==> src/rtl/timer_mc.sv <==
// ---------------------------------------------------------------------------
// timer_mc : multi-channel general purpose timer with a shared prescaler.
//
// Optional feature macro: TIMER_MC_PWM_EN
//   When defined, adds a registered pwm output per channel and the CR.pwm_pol
//   bit [4]. When undefined, there is no pwm port and CR[4] reads as 0.
//
// Parameters
//   N_CH   number of timer channels (1..8)
//   CNT_W  counter / compare width (8..32)
//   PSC_W  shared prescaler width (1..16)
//
// Ports
//   clk     single clock, rising edge
//   rst_n   synchronous active-low reset
//   req     bus access request, one cycle per access
//   we      write enable qualifying req
//   addr    byte offset: channel c at 0x10*c (CR/SR/CNTR/CMPR), PSC at 0x100
//   wdata   write data
//   rvalid  read data valid, one cycle after a read request
//   rdata   read data, zero whenever rvalid is low
//   irq     per-channel interrupt level (mtch & irq_en)
//   pwm     per-channel pwm output (TIMER_MC_PWM_EN only)
// ---------------------------------------------------------------------------
module timer_mc #(
  parameter int N_CH  = 2,
  parameter int CNT_W = 32,
  parameter int PSC_W = 16
) (
  input  logic            clk,
  input  logic            rst_n,
  input  logic            req,
  input  logic            we,
  input  logic [11:0]     addr,
  input  logic [31:0]     wdata,
  output logic            rvalid,
  output logic [31:0]     rdata,
  output logic [N_CH-1:0] irq
`ifdef TIMER_MC_PWM_EN
  ,
  output logic [N_CH-1:0] pwm
`endif
);

  typedef enum logic {IDLE = 1'b0, RUN = 1'b1} state_t;

  // Bus decode
  logic       wr_en;
  logic       rd_en;
  logic       ch_space;
  logic       psc_sel;
  logic [3:0] ch_idx;
  logic [1:0] reg_sel;

  assign wr_en    = req & we;
  assign rd_en    = req & ~we;
  assign ch_space = (addr[11:8] == 4'h0) && (addr[1:0] == 2'b00);
  assign ch_idx   = addr[7:4];
  assign reg_sel  = addr[3:2];
  assign psc_sel  = (addr == 12'h100);

  // Shared prescaler
  logic [PSC_W-1:0] psc_reg, psc_next;
  logic [PSC_W-1:0] pcnt_reg, pcnt_next;
  logic             any_act;
  logic             tick;
  logic [N_CH-1:0]  act_vec;
  logic [N_CH-1:0]  ch_hit;
  logic [31:0]      ch_rdata [N_CH];

  assign any_act = |act_vec;
  // ">=" makes a PSC lowered below the running phase tick at once instead
  // of letting the phase run all the way round the counter width.
  assign tick    = any_act && (pcnt_reg >= psc_reg);

  always_comb begin
    psc_next = psc_reg;
    if (wr_en && psc_sel) psc_next = wdata[PSC_W-1:0];
    // Phase restarts from 0 whenever no channel is running.
    if (!any_act || tick) pcnt_next = '0;
    else                  pcnt_next = pcnt_reg + PSC_W'(1);
  end

  always_ff @(posedge clk) begin
    if (!rst_n) begin
      psc_reg  <= '0;
      pcnt_reg <= '0;
    end else begin
      psc_reg  <= psc_next;
      pcnt_reg <= pcnt_next;
    end
  end

  // Channels
  genvar gi;
  generate
    for (gi = 0; gi < N_CH; gi++) begin : g_ch
      state_t           state_reg, state_next;
      logic [CNT_W-1:0] cntr_reg, cntr_next;
      logic [CNT_W-1:0] cmpr_reg, cmpr_next;
      logic             sngl_reg, sngl_next;
      logic             ien_reg, ien_next;
      logic             mtch_reg, mtch_next;
      logic             irq_reg, irq_next;
      logic             hw_set;
      logic             pol_bit;
      logic             sel, cr_wr, sr_wr, cntr_wr, cmpr_wr;
      logic [31:0]      rword;

      assign sel     = ch_space && (ch_idx == 4'(gi));
      assign cr_wr   = wr_en && sel && (reg_sel == 2'd0);
      assign sr_wr   = wr_en && sel && (reg_sel == 2'd1);
      assign cntr_wr = wr_en && sel && (reg_sel == 2'd2);
      assign cmpr_wr = wr_en && sel && (reg_sel == 2'd3);

      always_comb begin
        state_next = state_reg;
        cntr_next  = cntr_reg;
        cmpr_next  = cmpr_reg;
        sngl_next  = sngl_reg;
        ien_next   = ien_reg;
        hw_set     = 1'b0;
        if (state_reg == RUN && tick) begin
          if (cntr_reg == cmpr_reg) begin
            hw_set = 1'b1;
            if (sngl_reg) state_next = IDLE;
            else          cntr_next  = '0;
          end else begin
            // Above CMPR this simply wraps through 0 without a match.
            cntr_next = cntr_reg + CNT_W'(1);
          end
        end
        // A hardware match beats a same-cycle write-1-to-clear.
        mtch_next = hw_set | (mtch_reg & ~(sr_wr & wdata[0]));
        if (cmpr_wr) cmpr_next = wdata[CNT_W-1:0];
        // A bus write replaces whatever the tick would have produced.
        if (cntr_wr) cntr_next = wdata[CNT_W-1:0];
        if (cr_wr) begin
          sngl_next = wdata[2];
          ien_next  = wdata[3];
          if (wdata[0] && state_reg == IDLE) state_next = RUN;
          // hlt applied last so it wins over a simultaneous trg.
          if (wdata[1]) begin
            state_next = IDLE;
            cntr_next  = '0;
          end
        end
        irq_next = mtch_next & ien_next;
      end

      always_ff @(posedge clk) begin
        if (!rst_n) begin
          state_reg <= IDLE;
          cntr_reg  <= '0;
          cmpr_reg  <= '0;
          sngl_reg  <= 1'b0;
          ien_reg   <= 1'b0;
          mtch_reg  <= 1'b0;
          irq_reg   <= 1'b0;
        end else begin
          state_reg <= state_next;
          cntr_reg  <= cntr_next;
          cmpr_reg  <= cmpr_next;
          sngl_reg  <= sngl_next;
          ien_reg   <= ien_next;
          mtch_reg  <= mtch_next;
          irq_reg   <= irq_next;
        end
      end

`ifdef TIMER_MC_PWM_EN
      logic pol_reg, pol_next;
      logic pwm_reg, pwm_next;

      // Built from next-state values so pwm lines up with the CNTR register.
      always_comb begin
        pol_next = cr_wr ? wdata[4] : pol_reg;
        pwm_next = (state_next == RUN) & ((cntr_next < cmpr_next) ^ pol_next);
      end

      always_ff @(posedge clk) begin
        if (!rst_n) begin
          pol_reg <= 1'b0;
          pwm_reg <= 1'b0;
        end else begin
          pol_reg <= pol_next;
          pwm_reg <= pwm_next;
        end
      end

      assign pwm[gi] = pwm_reg;
      assign pol_bit = pol_reg;
`else
      assign pol_bit = 1'b0;
`endif

      always_comb begin
        rword = '0;
        case (reg_sel)
          2'd0: begin
            rword[4] = pol_bit;
            rword[3] = ien_reg;
            rword[2] = sngl_reg;
          end
          2'd1: begin
            rword[1] = (state_reg == RUN);
            rword[0] = mtch_reg;
          end
          2'd2:    rword[CNT_W-1:0] = cntr_reg;
          default: rword[CNT_W-1:0] = cmpr_reg;
        endcase
      end

      assign act_vec[gi]  = (state_reg == RUN);
      assign ch_hit[gi]   = sel;
      assign ch_rdata[gi] = rword;
      assign irq[gi]      = irq_reg;
    end
  endgenerate

  // Read path: one registered cycle, zero when not valid
  logic [31:0] rd_mux;
  logic        rvalid_reg;
  logic [31:0] rdata_reg;

  always_comb begin
    rd_mux = '0;
    if (psc_sel) rd_mux[PSC_W-1:0] = psc_reg;
    for (int i = 0; i < N_CH; i++) begin
      if (ch_hit[i]) rd_mux = ch_rdata[i];
    end
  end

  always_ff @(posedge clk) begin
    if (!rst_n) begin
      rvalid_reg <= 1'b0;
      rdata_reg  <= '0;
    end else begin
      rvalid_reg <= rd_en;
      rdata_reg  <= rd_en ? rd_mux : 32'd0;
    end
  end

  assign rvalid = rvalid_reg;
  assign rdata  = rdata_reg;

  // Upper wdata bits are meaningless for narrow registers.
  logic unused_wdata;
  assign unused_wdata = ^wdata;

endmodule

==> config.mk <==
export PLATFORM = sky130hd
export DESIGN_NAME = timer_mc
export DESIGN_NICKNAME = d
export VERILOG_FILES = /design/src/rtl/timer_mc.sv
export SDC_FILE = /design/constraint.sdc
export NUM_CORES = 1
export LEC_CHECK = 0
export ABC_AREA = 1
export CAP_MARGIN = 20
export CELL_PAD_IN_SITES_DETAIL_PLACEMENT = 1
export CELL_PAD_IN_SITES_GLOBAL_PLACEMENT = 2
export CORE_MARGIN = 2
export CORE_UTILIZATION = 36
export CTS_BUF_LIST = sky130_fd_sc_hd__clkbuf_8
export DETAILED_ROUTE_END_ITERATION = 16
export GPL_TIMING_DRIVEN = 0
export PLACE_DENSITY_LB_ADDON = 0.1
export SLEW_MARGIN = 20
export SYNTH_ARGS = -nofsm -noshare
export SYNTH_HDL_FRONTEND = slang
export SYNTH_SLANG_ARGS = --single-unit
==> constraint.sdc <==
create_clock -name clk -period 4.8 [get_ports clk]
set_input_delay 0.96 -clock clk [delete_from_list [all_inputs] [get_ports clk]]
set_output_delay 0.96 -clock clk [all_outputs]
set_load 0.02 [all_outputs]
==> results by group <==
Clock tree
  • Post-CTS Resized: 0
  • CTS tree: built
  • Clock Sinks: 203
  • Clock Path Buffers: 3
  • CTS H-tree lvls: 2
  • CTS Buf Count: 41
  • Skew-Pair Late Insertion Delay: 0.62 ns
  • Reg clk slew, reported paths: 0.06 ns
  • CTS root buf: clkbuf_8
  • Post-CTS Hold Buffers: 0
  • Number of setup buffers added after CTS: 0

Synth
  • Netlist Area Pre-Place: 12,800 um^2
  • Area contributors post-synth: dfxtp_1, nand2_1, inv_1
  • Post-Syn Instances: 2,079
  • Yosys top cell area share: 0.317
  • Biggest area consumer among synthesized cells: dfxtp_1
  • FF+latch count, synth: 203
  • Syn Nets: 2,146
  • Sequential-to-total area share from yosys stat: 0.317
  • Ys async rst share: 0
  • Main flop type after synthesis: dfxtp_1
  • EDFF count, synth: 0
  • Synth warn: 0
  • Mean Syn Cell Area: 6.18 um^2
  • Post-synthesis cell type count: 41

Timing
  • Slew Limit Fails: 0
  • Fin. Hold Viols: 0
  • Unrepaired setup endpoints after global routing: false
  • Setup TNS: 0 ns
  • Final setup viols: 0
  • Worst slew pin tran: 0.918 ns
  • Final WS setup: 1.53 ns
  • Clock skew: 0.0400 ns
  • Slew headroom: 0.388
  • Final critical-path share of the clock period: 0.682
  • Peak Freq: 0.306 GHz
  • Final Critical Period: 3.27 ns

Worst setup path
  • Crit-path cells: clkdlybuf4s50_1 -> inv_1 -> nand2_1 -> clkbuf_1 -> clkbuf_1 -> o22ai_1 -> o211ai_1 -> inv_1
  • Setup crit start kind: input port
  • Worst reg2reg path depth: 13
  • Crit path largest cell delay: 0.73 ns
  • Req. time, crit path: 5.31 ns
  • RR Endpoint: g_ch[0].irq_reg
  • Worst-path maximum fanout: 10
  • CP endpoint kind: flip-flop
  • Buffers & Inverters on Critical Path: 5
  • FF-to-FF Start: psc_reg[7]
  • R2R setup slack: 1.73 ns
  • Kind of critical path: input port to flip-flop
  • Top Family by Delay on Critical Path: buffers and inverters
  • Crit path DAT: 3.78 ns
  • CP max stage cell: clkbuf_1

Floorplanning
  • Die height: 193 um
  • Initial Utilization: 0.364
  • Die Span X: 193 um
  • Std cell rows: 69
  • IO Pins: 83
  • Core area: 35,300 um^2
  • Die area: 37,200 um^2

Pwr
  • Register share of total power: 0.436
  • Max VDD drop: 0.176 mV
  • Int Power: 2.86 mW
  • Sw frac: 0.260
  • Gate power share: 0.053
  • P_sw: 1.01 mW
  • Pwr/cell area: 256 nW/um^2
  • Leakage: 6.47 nW
  • Clock network fraction of design power: 0.512

Hold path
  • Worst min path class: flip-flop to flip-flop
  • Hold Path Depth: 1
  • Hold path start: pcnt_reg[0]
  • Hold EP: pcnt_reg[0]

Layout
  • Fraction of layout cells with a size suffix above 1: 0.0671
  • Reg area: 4060 um^2
  • Area delta synth->final: 17.9%
  • Fin nets: 2,271
  • Most common cell after layout, fill and taps aside: nand2_1
  • Most frequent cells in the layout: nand2_1, inv_1, dfxtp_1
  • FILL cells: 4,734
  • Area of the multi-input gates: 7150 um^2

Drt
  • Iter 0 DRT Violations: 826
  • Wirelength, routed: 56,900 um
  • Total number of vias: 14,300
  • Drt via density: 5.31
  • WL/cell: 21.1 um
  • Remaining antenna violation count after routing: 0
  • Pre-antenna DRT Iters: 5
  • DRC: 0

GRT
  • Initial antenna violation count: 0
  • Number of global-route vias before repair: 14,400
  • First-pass GRT wire length: 85,600 um
  • GR Util All Layers: 0.309
  • Grt ovf: 0
  • Largest net degree at the start of global routing: 12

Place
  • Setup WS pre-CTS: 1.01 ns
  • DP HPWL: 45,500 um
  • # port buffers: 82
  • Placer Congestion: 0.940

Run status
  • Status: complete, no violations

Run
  • Max-cap check violation count: 0
-- cells in the mapped netlist, types with 3 or more instances --
| master | instances |
|---|---|
| nand3_1 | 174 |
| xor2_1 | 60 |
| nand2_2 | 4 |
| buf_4 | 7 |
| nor3_1 | 37 |
| o211ai_1 | 17 |
| o221ai_1 | 3 |
| buf_2 | 44 |
| a21oi_1 | 162 |
| ha_1 | 19 |
| clkinv_1 | 3 |
| a211oi_1 | 10 |
| o21ai_0 | 113 |
| nor2_4 | 4 |
| nand2_1 | 602 |
| dfxtp_1 | 203 |
| inv_1 | 274 |
| nand4_1 | 15 |
| nor2_2 | 5 |
| nor4_1 | 3 |
| nor3b_1 | 4 |
| inv_2 | 12 |
| clkbuf_1 | 60 |
| o22ai_1 | 47 |
| clkbuf_2 | 3 |
| xnor2_1 | 27 |
| nor2_1 | 150 |
-- routing by layer --
metal  part of all wire  global-route usage
met1               0.45               0.409
met2               0.45               0.507
met3              0.059              0.0424
met4              0.037               0.120
met5                  0                   0
-- cell families (layout without fill, tap and decap cells) --
| kind of cell | Yosys count | in the layout | synth area share |
|---|---|---|---|
| other cells | 0 | 1 | 0 |
| fa+ha+maj | 19 | 19 | 0.0185 |
| xor+xnor | 87 | 87 | 0.0593 |
| flops | 203 | 203 | 0.317 |
| buf+inv | 406 | 562 | 0.126 |
| simple gates | 1005 | 1005 | 0.326 |
| compound gates | 359 | 359 | 0.153 |
-- worst max-delay path by stage --
stage | start | end | slack, ns | cells after the start
after floorplan | addr[9] | g_ch[0].cntr_reg[22] | 2.39 | 10
after global placement | addr[2] | rdata[10] | 1.00 | 8
after detailed placement | addr[2] | rdata[10] | 1.01 | 8
after CTS | addr[2] | rdata[10] | 1.68 | 8
after global routing | addr[2] | rdata[10] | 1.51 | 8
final | addr[2] | rdata[10] | 1.53 | 8
-- cell type report --
| type | count | share of cell area |
|---|---|---|
| antenna | 1 | 0.000165 |
| buffer | 117 | 0.0356 |
| clock buffer | 54 | 0.0491 |
| clock inverter | 20 | 0.00992 |
| inverter | 289 | 0.0717 |
| multi-input combinational | 1470 | 0.473 |
| sequential | 203 | 0.269 |
| tap | 461 | 0.0381 |
| timing repair buffer | 82 | 0.0542 |
-- metrics by stage --
stage,utilization,instances,total power [mW],area (um^2),hold slack (ns)
floorplan,-,2079,1.80,12800,0.430
global placement,0.403,2622,1.92,14200,0.446
detailed placement,0.403,2622,1.92,14200,0.452
CTS,0.429,2696,3.91,15100,0.464
global route,0.429,2696,4.00,15100,0.504
finish,0.429,2697,3.87,15100,0.458
-- power groups by stage --
stage | registers [mW] | clock network (mW) | logic, mW
2_1_floorplan | 1.72 | 0 | 0.0762
3_3_place_gp | 1.72 | 0 | 0.200
3_5_place_dp | 1.72 | 0 | 0.201
4_1_cts | 1.69 | 2.03 | 0.202
5_1_grt | 1.68 | 2.10 | 0.215
6_report | 1.69 | 1.98 | 0.205
Power figures use the tool's default switching activity.
